===== src/rtl/minibit_sequencer_if.sv =====
// Request, datapath-feedback and bus-control signals between a requester, the ALU datapath and the sequencer.
// Sequencer side uses the slave modport; the requester/datapath side uses the master modport.
interface minibit_sequencer_if;
  logic       start;
  logic       reuse_a;
  logic [7:0] opcode;
  logic [7:0] operand_a;
  logic [7:0] operand_b;
  logic [7:0] alu_o;
  logic       pre_carry;
  logic       pre_lt;
  logic       pre_z;
  logic [7:0] bus_out;
  logic       write_bus;
  logic       a_r_n;
  logic       b_r_n;
  logic       a_bus_n;
  logic       b_bus_n;
  logic       fl_carry;
  logic       fl_lt;
  logic       fl_z;
  logic [7:0] result;
  logic       busy;
  logic       done;

  modport slave (
    input  start, reuse_a, opcode, operand_a, operand_b, alu_o, pre_carry, pre_lt, pre_z,
    output bus_out, write_bus, a_r_n, b_r_n, a_bus_n, b_bus_n, fl_carry, fl_lt, fl_z,
           result, busy, done
  );

  modport master (
    output start, reuse_a, opcode, operand_a, operand_b, alu_o, pre_carry, pre_lt, pre_z,
    input  bus_out, write_bus, a_r_n, b_r_n, a_bus_n, b_bus_n, fl_carry, fl_lt, fl_z,
           result, busy, done
  );
endinterface


===== src/rtl/minibit_sequencer.sv =====
// Moore sequencer: loads A (optional) and B over the shared bus, holds the opcode EXEC_CYCLES+1 cycles, captures result/flags.
// Latency start->done is 3+EXEC_CYCLES edges (2+EXEC_CYCLES with reuse_a); start is ignored while busy.
module minibit_sequencer #(
  parameter int EXEC_CYCLES = 1
) (
  input  logic                clk,
  input  logic                rst_n,
  minibit_sequencer_if.slave  sif
);
  typedef enum logic [2:0] {IDLE, LD_A, LD_B, EXEC, WB} state_t;

  localparam logic [1:0] EXEC_LAST = 2'(EXEC_CYCLES - 1);

  state_t     r_state;
  state_t     w_next;
  logic [1:0] r_exec_cnt;
  logic [7:0] r_opcode;
  logic [7:0] r_a;
  logic [7:0] r_b;
  logic [7:0] r_result;
  logic       r_carry;
  logic       r_lt;
  logic       r_z;
  logic       r_done;

  logic       w_accept;
  logic       w_exec_last;
  logic       w_write_bus;
  logic [7:0] w_bus;
  logic       w_a_r_n;
  logic       w_b_r_n;

  assign w_accept    = (r_state == IDLE) && sif.start;
  assign w_exec_last = (r_exec_cnt == EXEC_LAST);

  always_ff @(posedge clk or negedge rst_n) begin
    if (!rst_n) begin
      r_state <= IDLE;
    end else begin
      r_state <= w_next;
    end
  end

  // Bus and strobes depend on the registered state and captured operands only.
  always_comb begin
    w_next      = r_state;
    w_write_bus = 1'b0;
    w_bus       = 8'h00;
    w_a_r_n     = 1'b1;
    w_b_r_n     = 1'b1;
    case (r_state)
      IDLE: begin
        if (sif.start) begin
          w_next = sif.reuse_a ? LD_B : LD_A;
        end
      end
      LD_A: begin
        w_write_bus = 1'b1;
        w_bus       = r_a;
        w_a_r_n     = 1'b0;
        w_next      = LD_B;
      end
      LD_B: begin
        w_write_bus = 1'b1;
        w_bus       = r_b;
        w_b_r_n     = 1'b0;
        w_next      = EXEC;
      end
      EXEC: begin
        w_write_bus = 1'b1;
        w_bus       = r_opcode;
        if (w_exec_last) begin
          w_next = WB;
        end
      end
      WB: begin
        w_write_bus = 1'b1;
        w_bus       = r_opcode;
        w_next      = IDLE;
      end
      default: begin
        w_next = IDLE;
      end
    endcase
  end

  always_ff @(posedge clk or negedge rst_n) begin
    if (!rst_n) begin
      r_exec_cnt <= 2'd0;
      r_opcode   <= 8'h00;
      r_a        <= 8'h00;
      r_b        <= 8'h00;
      r_result   <= 8'h00;
      r_carry    <= 1'b0;
      r_lt       <= 1'b0;
      r_z        <= 1'b0;
      r_done     <= 1'b0;
    end else begin
      if (w_accept) begin
        r_opcode <= sif.opcode;
        r_a      <= sif.operand_a;
        r_b      <= sif.operand_b;
      end
      if (r_state == EXEC && !w_exec_last) begin
        r_exec_cnt <= r_exec_cnt + 2'd1;
      end else begin
        r_exec_cnt <= 2'd0;
      end
      // Result and flags move only on the edge leaving WB.
      if (r_state == WB) begin
        r_result <= sif.alu_o;
        r_carry  <= sif.pre_carry;
        r_lt     <= sif.pre_lt;
        r_z      <= sif.pre_z;
      end
      r_done <= (r_state == WB);
    end
  end

  assign sif.bus_out   = w_bus;
  assign sif.write_bus = w_write_bus;
  assign sif.a_r_n     = w_a_r_n;
  assign sif.b_r_n     = w_b_r_n;
  assign sif.a_bus_n   = 1'b1;
  assign sif.b_bus_n   = 1'b1;
  assign sif.fl_carry  = r_carry;
  assign sif.fl_lt     = r_lt;
  assign sif.fl_z      = r_z;
  assign sif.result    = r_result;
  assign sif.busy      = (r_state != IDLE);
  assign sif.done      = r_done;
endmodule

===== src/flat_wrapper.sv =====
// flat-port wrapper written by rule: the top's interface ports become plain ports
module minibit_sequencer_flat 
#(
  parameter int EXEC_CYCLES = 1
)
  (clk, rst_n, sif_start, sif_reuse_a, sif_opcode, sif_operand_a, sif_operand_b, sif_alu_o, sif_pre_carry, sif_pre_lt, sif_pre_z, sif_bus_out, sif_write_bus, sif_a_r_n, sif_b_r_n, sif_a_bus_n, sif_b_bus_n, sif_fl_carry, sif_fl_lt, sif_fl_z, sif_result, sif_busy, sif_done);
  minibit_sequencer_if sif_i ();
  input  logic clk;
  input  logic rst_n;
  input wire logic [$bits(sif_i.start)-1:0] sif_start;
  input wire logic [$bits(sif_i.reuse_a)-1:0] sif_reuse_a;
  input wire logic [$bits(sif_i.opcode)-1:0] sif_opcode;
  input wire logic [$bits(sif_i.operand_a)-1:0] sif_operand_a;
  input wire logic [$bits(sif_i.operand_b)-1:0] sif_operand_b;
  input wire logic [$bits(sif_i.alu_o)-1:0] sif_alu_o;
  input wire logic [$bits(sif_i.pre_carry)-1:0] sif_pre_carry;
  input wire logic [$bits(sif_i.pre_lt)-1:0] sif_pre_lt;
  input wire logic [$bits(sif_i.pre_z)-1:0] sif_pre_z;
  output wire logic [$bits(sif_i.bus_out)-1:0] sif_bus_out;
  output wire logic [$bits(sif_i.write_bus)-1:0] sif_write_bus;
  output wire logic [$bits(sif_i.a_r_n)-1:0] sif_a_r_n;
  output wire logic [$bits(sif_i.b_r_n)-1:0] sif_b_r_n;
  output wire logic [$bits(sif_i.a_bus_n)-1:0] sif_a_bus_n;
  output wire logic [$bits(sif_i.b_bus_n)-1:0] sif_b_bus_n;
  output wire logic [$bits(sif_i.fl_carry)-1:0] sif_fl_carry;
  output wire logic [$bits(sif_i.fl_lt)-1:0] sif_fl_lt;
  output wire logic [$bits(sif_i.fl_z)-1:0] sif_fl_z;
  output wire logic [$bits(sif_i.result)-1:0] sif_result;
  output wire logic [$bits(sif_i.busy)-1:0] sif_busy;
  output wire logic [$bits(sif_i.done)-1:0] sif_done;
  assign sif_i.start = sif_start;
  assign sif_i.reuse_a = sif_reuse_a;
  assign sif_i.opcode = sif_opcode;
  assign sif_i.operand_a = sif_operand_a;
  assign sif_i.operand_b = sif_operand_b;
  assign sif_i.alu_o = sif_alu_o;
  assign sif_i.pre_carry = sif_pre_carry;
  assign sif_i.pre_lt = sif_pre_lt;
  assign sif_i.pre_z = sif_pre_z;
  assign sif_bus_out = sif_i.bus_out;
  assign sif_write_bus = sif_i.write_bus;
  assign sif_a_r_n = sif_i.a_r_n;
  assign sif_b_r_n = sif_i.b_r_n;
  assign sif_a_bus_n = sif_i.a_bus_n;
  assign sif_b_bus_n = sif_i.b_bus_n;
  assign sif_fl_carry = sif_i.fl_carry;
  assign sif_fl_lt = sif_i.fl_lt;
  assign sif_fl_z = sif_i.fl_z;
  assign sif_result = sif_i.result;
  assign sif_busy = sif_i.busy;
  assign sif_done = sif_i.done;
  minibit_sequencer #(.EXEC_CYCLES(EXEC_CYCLES)) u_core (.clk(clk), .rst_n(rst_n), .sif(sif_i));
endmodule

===== config.mk =====
export PLATFORM = sky130hd
export DESIGN_NAME = minibit_sequencer_flat
export DESIGN_NICKNAME = d
export VERILOG_FILES = /design/src/rtl/minibit_sequencer_if.sv /design/src/rtl/minibit_sequencer.sv /design/src/flat_wrapper.sv
export SDC_FILE = /design/constraint.sdc
export NUM_CORES = 1
export LEC_CHECK = 0
export CAP_MARGIN = 20
export CORE_ASPECT_RATIO = 1.1
export CORE_UTILIZATION = 45
export CTS_CLUSTER_SIZE = 14
export DETAILED_ROUTE_END_ITERATION = 12
export PLACE_DENSITY = 0.81
export SYNTH_ARGS = -nofsm -noshare
export SYNTH_HDL_FRONTEND = slang
export SYNTH_SLANG_ARGS = --single-unit

===== constraint.sdc =====
create_clock -name clk -period 3.6 [get_ports clk]
set_input_delay 0.72 -clock clk [delete_from_list [all_inputs] [get_ports clk]]
set_output_delay 0.72 -clock clk [all_outputs]
set_load 0.005 [all_outputs]

Yosys cells after proc, flatten, opt, wreduce, memory -nomap -nowiden
Index checks and enable logic that the tools add are counted.
{"block": "totals", "reg_bits": 41, "in_bits": 39, "elab_cells": 35}
{"block": "op_classes", "add_sub_neg": 1, "n_eq_ne": 6, "n_mux": 9, "n_reduce_logical": 9}
{"operator": "8-bit one-hot mux with 3 select lines", "count": 1}
{"operator": "3-bit one-hot mux with 4 select lines", "count": 1}
{"operator": "3-bit by 2-bit == test with 1-bit output, second input constant", "count": 2}
{"operator": "3-bit two-way mux", "count": 2}
{"operator": "2-bit two-way mux", "count": 2}
{"operator": "4-bit OR reduction", "count": 1}
{"operator": "3-bit by 1-bit == test with 1-bit output, second input constant", "count": 1}
{"operator": "3-bit == test, second input constant", "count": 1}
{"operator": "3-bit logical NOT", "count": 1}
{"operator": "1-bit two-way mux", "count": 3}
{"operator": "3-bit nonzero test", "count": 1}
{"operator": "2-bit by 1-bit adder with 2-bit output, second input constant", "count": 1}
{"operator": "1-bit logical AND", "count": 2}
{"operator": "2-bit logical NOT", "count": 1}
{"operator": "2-bit by 1-bit != test with 1-bit output, second input constant", "count": 1}
{"operator": "2-bit != test, second input constant", "count": 1}
{"operator": "2-bit AND reduction", "count": 1}
{"operator": "2-bit OR reduction", "count": 1}
{"operator": "1-bit logical NOT", "count": 1}

Longest topological paths before layout
{"block": "depth", "depth_word": 4, "mapped_depth": 5, "ltp_nobuf": 5}

Least setup slack after synthesis
OpenSTA, ideal clock, no wires.
{"block": "synth_path", "kind": "register to output", "start": "register u_core.r_state[2]", "end": "output port sif_bus_out[4]", "arrival_ns": 1.201, "setup_slack_ns": 1.679, "path_stages_with_launch": 6, "n_path_buf": 2, "cell_sequence": "dfrtp_1 buf_2 nor3b_1 buf_2 a21oi_1 o22ai_1"}
{"block": "synth_between", "elab_chain_len": 3, "elab_cells_between_ends": 6}
{"item": "from (decl)", "line": "minibit_sequencer.sv:14", "text": "state_t r_state;"}
{"item": "from (signal assigned)", "line": "minibit_sequencer.sv:40", "text": "r_state <= w_next;"}
{"item": "3-bit == test / 3-bit by 2-bit == test with 1-bit output (equally long branches)", "line": "minibit_sequencer.sv:51", "text": "case (r_state)"}
{"item": "2-bit OR reduction (no line)"}
{"item": "8-bit one-hot mux with 3 select lines *", "line": "minibit_sequencer.sv:51"}
{"item": "to (decl)", "line": "flat_wrapper.sv:19", "text": "output wire logic [$bits(sif_i.bus_out)-1:0] sif_bus_out;"}
Every way passes the cells marked *; elsewhere a longest branch is shown, timed or not.

Worst setup path in the final report
{"block": "layout_path", "start": "register u_core.r_state[0]", "end": "output port sif_bus_out[4]"}
Same word-level chain as after synthesis.

==> impl_results.md <==
- Compound-Gate Fraction of Synth Area: under 10%
- Synth top area cells: dfrtp_1 (55%), mux2_2 (19%), mux2i_1 (3.8%)
- Grt met3 use: a little under 8%
- CTS tree: yes
- RSZ-0062 raised after global routing: no
- Clk_skew: approximately 0.0034 ns
- Detailed Route Iter0 Violations: 57
- Clock Latency Late Sink: 0.29 ns
- CP Capture Type: primary output
- Die Span X: between 60 and 70 um
- Drt pass-1 iters: 4
- Cell variety after synth: 30
- Setup crit start kind: flop
- Clock tree root buffer cell: clkbuf_8
- Clk buf depth: 2
- Placer Congestion: 0.776
- Grt met2 use: 33.3%
- Pre-CTS setup slack: 0.835 ns
- Post-synthesis mux area share: between 20% and 30%
- I/O pin count: 65
- Core Region: roughly 0.0040 mm^2
- Starting Density: a little under half
- Post-CTS setup repair buffer count: 0
- Maximum number of pins on one net before global-route repair: 42
- PostCTS Resize Cnt: 0
- Pwr dens: 838 mW/mm^2
- Hold Buf Count CTS: 0
- Final slew viol count: 0
- Tightest Pin Transition: 0.884 ns
- Setup ws final: between 0.5 and 0.6 ns
- Lkg Pwr: about 1.1 nW
- GR Util met1: 20.1%
- Period utilisation layout: a little under nine tenths
- Setup-failing EPs final: 0
- F_max: approximately 0.32 GHz
- Tot GR Track Use: about a fifth
- Xor/xnor share of the synthesized area: 0%
- Peak supply drop: 0.000428 V
- Final HPWL DP: a little under 3000 um
- Area leader, netlist: dfrtp_1
- Critical Path Fanout Max: 17
- Setup TNS: 0 ns
- Routed Antenna Nets: 0
- Maxcap violations: 0
- CP Data Arrival Time: 2.36 ns
- Diode count: 0
- Simple-Gate Fraction of Synth Area: ~6.4%
- Final Total Pwr: 2.17 mW
- Clock-pin slew on the worst setup and hold paths: ~0.070 ns
- Seq/Total Area, Yosys: approximately 55%
- Final WL: roughly 3800 um
- Input/output buffers: 62
- Layout cells sized above 1: around 22%
- # H-tree levels: 2
- Outcome: complete, no violations
- CTS sink cnt: 41
- Gr busiest metal: met2
- Via/cell ratio: 5.20
- R2R cell count: 3
- Site row count: 24
- CTS buffer count: 5
- DRC viols: 0
- Via Count: about 1300
- Crit path required time: about 2.9 ns
- Mean routed wirelength per cell: 15.0 um
- Post-Syn Instances: between 100 and 150
- Die ar.: about 0.0044 mm^2
- Fraction of the mapped netlist area in adder cells: 0.672%
- Syn Area/Cell: approximately 13 um^2
- Post-Syn Area: approximately 0.0019 mm^2
- Flops & latches, synth: just over 40
- Vias in the first global route: approximately 1400
- Yosys Warn Count: 0
- Largest family of logic cells by synthesized area: multiplexers
- Relative slew slack: roughly two fifths
- Hold WC Path Type: reg2reg
- Hold Vio Cnt, Final: 0
- First-pass GRT wire length: ~6300 um
- Syn-to-layout area delta: 38.8%
- Nets: between 200 and 250
- # fillers: between 300 and 400
- Grt ovf: 0
- Die Height: 69.5 um
- Area share of the largest cell type after synthesis: ~55%
- Hold path cells: 1
- Initial antenna violation count: 0
- Crit Path Class: reg2out
- Crit path time final: 3.08 ns
-- Yosys cell counts, drive strengths merged --
| cell type | number |
|---|---|
| a311oi | 1 |
| nand3b | 1 |
| a211oi | 1 |
| ha | 1 |
| o21a | 1 |
| buf | 10 |
| inv | 3 |
| a32oi | 7 |
| nor2 | 4 |
| nor4b | 1 |
| dfrtp | 41 |
| or3 | 1 |
| nor3 | 1 |
| and3 | 1 |
| nand2b | 2 |
| conb | 1 |
| a21boi | 1 |
| o22ai | 1 |
| mux2i | 7 |
| clkbuf | 2 |
| nand2 | 4 |
| mux2 | 34 |
| nor3b | 2 |
| and2 | 1 |
| a21oi | 2 |
| nor2b | 1 |
| o21ai | 9 |
-- power by group --
group	leakage (nW)	switching [mW]	total [mW]	internal, mW
registers	0.496	0.175	0.857	0.682
logic	0.523	0.360	1.01	0.652
clock network	0.0443	0.144	0.296	0.152
total	1.06	0.679	2.17	1.49
-- cell usage in the layout (no fill, tap or decap), types with 2 or more instances in the layout --
cell type and count:
nand2b_1 2, a21oi_1 2, a32oi_1 7, clkbuf_8 6, mux2_1 2, nand2_1 4
dfrtp_1 41, conb_1 2, mux2_2 32, buf_4 4, inv_1 3, mux2i_1 7
clkdlybuf4s50_1 61, o21ai_0 9, nor2_1 4
-- registers in the layout, summed over array words and instances (netlist names) --
signal	cells
u_core.sif.fl_lt	1
u_core.r_exec_cnt	2
u_core.r_b	8
u_core.r_state	3
u_core.r_a	8
u_core.sif.fl_z	1
u_core.sif.fl_carry	1
u_core.r_opcode	8
u_core.sif.done	1
u_core.sif.result	8
-- final timing paths --
| kind | start | endpoint | slack, ns |
|---|---|---|---|
| min in group asynchronous | rst_n | u_core.r_b[5] | 0.54 |
| min | u_core.r_exec_cnt[0] | u_core.r_exec_cnt[0] | 0.45 |
| min reg2reg | u_core.r_exec_cnt[0] | u_core.r_exec_cnt[0] | 0.45 |
| max in group asynchronous | rst_n | u_core.r_a[7] | 2.50 |
| max | u_core.r_state[0] | sif_bus_out[4] | 0.52 |
| max reg2reg | u_core.r_state[0] | u_core.sif.result[2] | 1.56 |
-- metal layers --
| layer | vias up | part of all wire [%] |
|---|---|---|
| li1 | 630 | - |
| met2 | 58 | 50 |
| met5 | - | 0 |
| met3 | 6 | 8.8 |
| met4 | 0 | 1.6 |
| met1 | 633 | 39 |
-- area by class of cell --
type | count | area [um^2] | share of cell area [%]
clock buffer | 7 | 86.3 | 3.34
inverter | 3 | 11.3 | 0.436
multi-input combinational | 86 | 751 | 29.0
sequential | 41 | 1030 | 39.7
tap | 52 | 65.1 | 2.52
timing repair buffer | 66 | 646 | 25.0
-- cell families (layout without fill, tap and decap cells) --
family | count (synthesis) | after routing
AO/OA/AOI/OAI | 23 | 23
adder cells (fa/ha/maj) | 1 | 1
buffers and inverters | 15 | 76
flip-flops | 41 | 41
multiplexers | 41 | 41
other | 1 | 2
AND/OR/NAND/NOR | 19 | 19
-- through the flow --
step | cell area, um^2 | instances | hold WS, ns | utilization [%]
2_1_floorplan | 1870 | 142 | 0.410 | -
3_3_place_gp | 2500 | 248 | 0.422 | 63.0
3_5_place_dp | 2500 | 248 | 0.432 | 63.0
4_1_cts | 2580 | 255 | 0.448 | 65.2
5_1_grt | 2580 | 255 | 0.478 | 65.2
6_report | 2580 | 255 | 0.446 | 65.2
-- worst max-delay path, stage by stage, from the launching register on --
cell             delay [ns]
dfrtp_1                0.57
nor3b_2                0.69
a21oi_1                0.10
o22ai_1                0.18
clkdlybuf4s50_1        0.52
Note: power is estimated with default switching activity, not from simulation.
